--- src/rtl/fpu_add_arbiter.sv ---
// Round-robin arbiter that shares a single stb/ack fpu_adder among NUM_REQ
// requesters. One operation is in flight at a time. The granted operand pair
// is captured and presented to the adder, the sum is collected, and the sum
// is returned to the owner on rsp_z with a one-hot rsp_valid.
module fpu_add_arbiter #(
  parameter int WIDTH   = 32,
  parameter int NUM_REQ = 4,
  parameter int IDX_W   = $clog2(NUM_REQ)
) (
  input  logic                     clk,
  input  logic                     rst,
  input  logic [NUM_REQ-1:0]       req_valid,
  input  logic [NUM_REQ*WIDTH-1:0] req_a,
  input  logic [NUM_REQ*WIDTH-1:0] req_b,
  output logic [NUM_REQ-1:0]       req_ready,
  output logic [NUM_REQ-1:0]       rsp_valid,
  output logic [WIDTH-1:0]         rsp_z,
  input  logic [NUM_REQ-1:0]       rsp_ready,
  output logic [IDX_W-1:0]         grant_idx,
  output logic                     fpu_rst,
  output logic [WIDTH-1:0]         fpu_a,
  output logic [WIDTH-1:0]         fpu_b,
  output logic                     fpu_a_stb,
  output logic                     fpu_b_stb,
  input  logic                     fpu_a_ack,
  input  logic                     fpu_b_ack,
  input  logic [WIDTH-1:0]         fpu_z,
  input  logic                     fpu_z_stb,
  output logic                     fpu_z_ack
);

  typedef enum logic [1:0] {IDLE, LOAD, WAIT_Z, RESP} state_t;

  state_t           state;
  state_t           state_next;
  logic [IDX_W-1:0] last_grant;
  logic [IDX_W-1:0] pick_idx;
  logic             pick_found;
  logic             a_done;      // operand A accepted by the adder
  logic             b_done;      // operand B accepted by the adder

  // The adder is held in reset whenever this block is.
  assign fpu_rst = ~rst;

  // Round-robin search: first valid requester starting one past last_grant.
  // NOTE: every variable written in an always_comb gets a default at the top,
  // so no path through the block can leave it unassigned and infer a latch.
  always_comb begin : rr_search
    logic [IDX_W-1:0] cand;
    pick_idx   = '0;
    pick_found = 1'b0;
    cand       = '0;
    for (int k = 1; k <= NUM_REQ; k++) begin
      cand = IDX_W'((int'(last_grant) + k) % NUM_REQ);
      if (!pick_found && req_valid[cand]) begin
        pick_idx   = cand;
        pick_found = 1'b1;
      end
    end
  end

  // State register.
  // NOTE: sequential state is updated with non-blocking assignments so every
  // flop samples pre-edge values regardless of process evaluation order.
  always_ff @(posedge clk) begin
    if (!rst) begin
      state <= IDLE;
    end else begin
      state <= state_next;
    end
  end

  // Next-state logic for the grant / load / wait / respond sequence.
  always_comb begin
    state_next = state;
    case (state)
      IDLE:    if (pick_found) state_next = LOAD;
      LOAD:    if ((a_done || fpu_a_ack) && (b_done || fpu_b_ack)) state_next = WAIT_Z;
      WAIT_Z:  if (fpu_z_stb) state_next = RESP;
      RESP:    if (rsp_ready[grant_idx]) state_next = IDLE;
      default: state_next = IDLE;
    endcase
  end

  // Datapath: operand capture on grant, handshake tracking, result capture.
  always_ff @(posedge clk) begin
    if (!rst) begin
      last_grant <= IDX_W'(NUM_REQ - 1);
      grant_idx  <= '0;
      fpu_a      <= '0;
      fpu_b      <= '0;
      rsp_z      <= '0;
      a_done     <= 1'b0;
      b_done     <= 1'b0;
    end else begin
      if (state == IDLE && pick_found) begin
        fpu_a      <= req_a[int'(pick_idx)*WIDTH +: WIDTH];
        fpu_b      <= req_b[int'(pick_idx)*WIDTH +: WIDTH];
        grant_idx  <= pick_idx;
        last_grant <= pick_idx;
        a_done     <= 1'b0;
        b_done     <= 1'b0;
      end
      if (fpu_a_stb && fpu_a_ack) a_done <= 1'b1;
      if (fpu_b_stb && fpu_b_ack) b_done <= 1'b1;
      if (fpu_z_stb && fpu_z_ack) rsp_z <= fpu_z;
    end
  end

  // Handshake outputs decoded from state; all forced low while in reset so a
  // reset cycle can never complete a transfer on either side.
  always_comb begin
    req_ready = '0;
    rsp_valid = '0;
    fpu_a_stb = 1'b0;
    fpu_b_stb = 1'b0;
    fpu_z_ack = 1'b0;
    if (rst) begin
      case (state)
        IDLE:    if (pick_found) req_ready[pick_idx] = 1'b1;
        LOAD: begin
          fpu_a_stb = ~a_done;
          fpu_b_stb = ~b_done;
        end
        WAIT_Z:  fpu_z_ack = fpu_z_stb;
        RESP:    rsp_valid[grant_idx] = 1'b1;
        default: ;
      endcase
    end
  end

endmodule

--- config.mk ---
export PLATFORM = sky130hd
export DESIGN_NAME = fpu_add_arbiter
export DESIGN_NICKNAME = d
export VERILOG_FILES = /design/src/rtl/fpu_add_arbiter.sv
export SDC_FILE = /design/constraint.sdc
export NUM_CORES = 1
export LEC_CHECK = 0
export BUFFER_PORTS_ARGS = -buffer_cell sky130_fd_sc_hd__clkbuf_2
export CAP_MARGIN = 40
export CORE_AREA = 2 2 158 160
export DETAILED_ROUTE_END_ITERATION = 8
export DIE_AREA = 0 0 160 162
export GPL_TIMING_DRIVEN = 0
export PLACE_DENSITY = 0.63
export SLEW_MARGIN = 0
export SYNTH_ARGS = -nofsm -noshare
export SYNTH_HDL_FRONTEND = slang
export SYNTH_SLANG_ARGS = --single-unit
export TNS_END_PERCENT = 5
--- constraint.sdc ---
create_clock -name clk -period 1.54 [get_ports clk]
set_input_delay 0.231 -clock clk [delete_from_list [all_inputs] [get_ports clk]]
set_output_delay 0.231 -clock clk [all_outputs]
set_load 0.005 [all_outputs]
==> results.md <==
Timing:
- The setup violation total in the final timing report is 71.
- The time the final worst path needs with I/O delays and setup is 1.98 ns.
- The worst setup slack after layout is -0.441 ns.
- Setup repair after global routing could not meet its margin everywhere.
- The clock arrives with 0.0105 ns of skew.
- The worst hold slack after final layout is 0.0576 ns.
- The max-slew violation total from the final report came to 0.
- In this run the tightest slew margin relative to its limit is 67.0%.
- For the pin with the worst max-slew slack, the measured transition is approximately 0.49 ns.
- The hold violation total from the final report was 0.
- Static timing analysis puts the maximum clock frequency at 0.505 GHz.
- The portion of the clock cycle consumed by the worst path in the final layout is 129%.

Route:
- The first detailed-routing pass ran for 4 iterations.
- The total length of routed wires is 28300 um.
- The via count is 7590.
- After detailed routing, the number of remaining DRC violations is 0.
- The number of DRC markers in iteration 0 is 414.
- The average via count per standard cell is 4.89.
- The detail route stage leaves a number of antenna-violating nets equal to 0.
- Dividing the detail-routed wire length by the instance count gives 18.2 um.

Die:
- Measured along the x axis, the die boundary spans between 150 and 200 um.
- From bottom edge to top edge, the die measures 162 um.
- The starting utilization of the core area is a little over a quarter.
- The floorplan step defined a die boundary enclosing 25900 um2.
- The floorplan has 57 rows.
- The core region is 24100 um2.
- In this run the count of I/O pins placed on the die edge is 411.

Global routing:
- Entering global routing, the biggest net connects 22 pins.
- The first global-routing pass estimated between 40000 and 50000 um of wire.
- The number of antenna violations at the first check in global routing came to 2.
- The via count of the first global-routing pass is 7298.
- The global-route usage over all layers is slightly above 20%.
- The total overflow left after global routing is 0.

Min path:
- The startpoint of the worst hold path is fpu_z[15].
- The worst hold path terminates at rsp_z[15].
- The number of stages on the worst hold path is 3.
- The kind of path behind the tightest hold check is input pin to flop.

Pwr:
- The maximum VDD drop is 0.660 mV.
- For this design the static power due to leakage is 4.94 nW.
- The ratio of total power to cell area is 1410 nW/um2.
- The completed layout was analyzed and its total power is 13.8 mW.

Status:
- The flow ran to the end, but the final reports show violations.
- The checks that failed: setup timing.

Setup path:
- In this run the critical register-to-register path is captured at fpu_a[21].
- Along the worst path, the maximum fanout reaches 4.
- The endpoint required time on the critical path is 1.31 ns.
- The count of buffer and inverter cells on the critical path is 2.
- The worst setup path is of the flop to primary output kind.
- The worst setup path is captured at a primary output.
- The critical path goes through nand2b_4, a21o_4, buf_12, and2_4, a21oi_4, and2_1, buf_2.
- The cell at the slowest stage of the critical path is sky130_fd_sc_hd__dfxtp_2.
- The kind of cell with the highest combined delay along the critical path is simple AND/OR/NAND/NOR gates.
- The launch point of the worst reg-to-reg path is last_grant[0].
- The data arrival time of the worst path is 1.75 ns.
- The largest stage delay on the critical path is around 0.35 ns.
- The cell depth of the worst flop-to-flop path is 9.
- The internal reg-to-reg setup slack is -0.36 ns.
- The type of origin of the critical path is a flop.

Final layout:
- Cells fill between 40% and 50% of the core in the end.
- Of the cells placed in the final design, the portion with a size suffix greater than 1 is 49.6%.
- The total of fill cells in the finished design is 2534.
- The final instance area is 9840 um2.
- The multi-input combinational cell area is 3940 um2.
- Summing all flip-flop and latch instances after layout gives 2090 um2.
- The net count of the finished layout is 1528.
- The number of standard cells in the final layout excluding fillers is 1551.
- The number of antenna diodes in the final layout is 0.
- The area growth from synthesis to layout is 50.0%.

Synthesis:
- Summed over its instances, the top area cell type makes up 31.7% of the synthesized netlist area.
- The number of unique standard cell types used by synthesis is 39.
- After synthesis, the cell types taking the most area are sky130_fd_sc_hd__dfxtp_1 32%, sky130_fd_sc_hd__mux2i_1 9.9%, sky130_fd_sc_hd__o211ai_2 9.3%.
- Counting every net in the synthesized netlist gives 1101.
- The netlist area before placement is 6560 um2.
- In the synthesized netlist, the number of instances is 795.
- The sequential-to-total area share from yosys stat is 31.7%.
- In this run, synthesis produced a sequential element count of roughly 100.
- The total number of yosys warnings is 0.
- The library cell with the largest summed area after synthesis is sky130_fd_sc_hd__dfxtp_1.
- The mean instance size in the synthesized netlist is 8.25 um2.

Flow run:
- Across the run, the number of max-cap violations was 0.

CTS:
- CTS placed an instance of sky130_fd_sc_hd__clkbuf_16 at the clock tree root.
- In this run the deepest clock path goes through 2 buffers.
- The TritonCTS clock tree is yes.
- The clock network latency to the later pin of the worst-skew pair is 0.36 ns.
- The H-tree level count is 3.
- The tree built by TritonCTS fans out to 104 sinks.
- Buffers inserted during clock tree synthesis total 9.
- The clock-pin slew of the registers on the worst-case setup and hold paths is 0.09 ns.

Placement:
- The placed instances occupy a cell area of 9020 um2.
- The HPWL reported at the end of detailed placement is 22600 um.
- During placement, the flow inserted port buffers numbering 410.
- The number of placed cells counting well taps is 1529.
- The congestion estimate from routability-driven global placement came to 0.869.
-- synthesized netlist by cell type (all sizes together) --
cell type	count
nand2	135
dfxtp	104
o21ai	97
inv	72
mux2i	65
o211ai	65
a31oi	64
and4	64
clkbuf	45
buf	36
nor2	8
a21oi	5
ha	5
and2	4
nand2b	4
nand3	4
a21o	3
nor3	3
a22o	2
and3	2
a211oi	1
a21boi	1
mux4	1
nor2b	1
o221ai	1
o22a	1
o22ai	1
or4	1
-- worst max-delay path by stage --
stage	cells after the start	slack, ns	from	to
6_report	7	-0.44	last_grant[0]	req_ready[3]
5_1_grt	7	-0.49	last_grant[0]	req_ready[3]
4_1_cts	7	-0.50	last_grant[0]	req_ready[1]
3_5_place_dp	8	-0.68	req_valid[0]	fpu_b[15]
3_3_place_gp	8	-0.74	req_valid[0]	fpu_b[15]
2_1_floorplan	7	-0.02	last_grant[0]	fpu_a[15]
-- per-layer routing --
metal / wire [um] / GRT usage, % / up-vias
met4: 722 / 6.43 / 4
met5: 23 / 0 / -
met2: 13800 / 35.7 / 291
met3: 1710 / 4.29 / 45
li1: - / - / 3711
met1: 12000 / 26.2 / 3539
-- stage by stage --
step / setup slack [ns] / TNS [ns]
global placement: -0.740 / -41.38
floorplan: -0.0180 / -0.735
global route: -0.492 / -21.78
CTS: -0.501 / -17.39
finish: -0.441 / -15.46
detailed placement: -0.681 / -43.72
-- worst min-delay path, delay by kind of cell --
family,cells,cell delay (ns)
buffers and inverters,1,0.07
AO/OA/AOI/OAI,1,0.05
AND/OR/NAND/NOR,1,0.03
-- kinds of logic after synthesis --
| kind of cell | share of synthesized area (%) |
|---|---|
| AO/OA/AOI/OAI | 26.5 |
| AND/OR/NAND/NOR | 18.7 |
| buffers and inverters | 11.8 |
| flip-flops | 31.7 |
| multiplexers | 10.3 |
| adder cells (fa/ha/maj) | 0.954 |
-- where the power goes --
group / leakage [nW] / internal, mW / switching, mW
sequential: 0.854 / 3.64 / 0.603
combinational: 3.94 / 3.38 / 3.72
clock: 0.151 / 1.17 / 1.32
-- cells in the final DEF (no fill, tap or decap), drive strengths merged, types with 8 or more instances in the layout --
cell	count
clkbuf	452
nand2	135
dfxtp	104
o21ai	97
inv	75
mux2i	65
o211ai	65
and4	64
a31oi	64
buf	54
nor2	8
-- repair_timing --
| item | CTS | global route |
|---|---|---|
| pin swaps | 16 | 10 |
| endpoints found under the setup margin | 115 | 115 |
| hold buffers | 0 | 0 |
| resized for setup | 119 | 50 |
| buffers inserted | 4 | 2 |
-- final cells by class --
cell class | count | area share (%)
inverter | 72 | 2.75
timing repair buffer | 416 | 21.4
sequential | 104 | 21.3
multi-input combinational | 538 | 40.1
buffer | 81 | 7.27
clock buffer | 9 | 2.29
clock inverter | 7 | 0.877
tap | 324 | 4.12
-- flip-flops by register name (all words and copies together) (netlist names) --
register / count
a_done: 1
b_done: 1
fpu_a: 32
fpu_b: 32
grant_idx: 2
last_grant: 2
rsp_z: 32
state: 2
(Power assumes the default switching activity.)
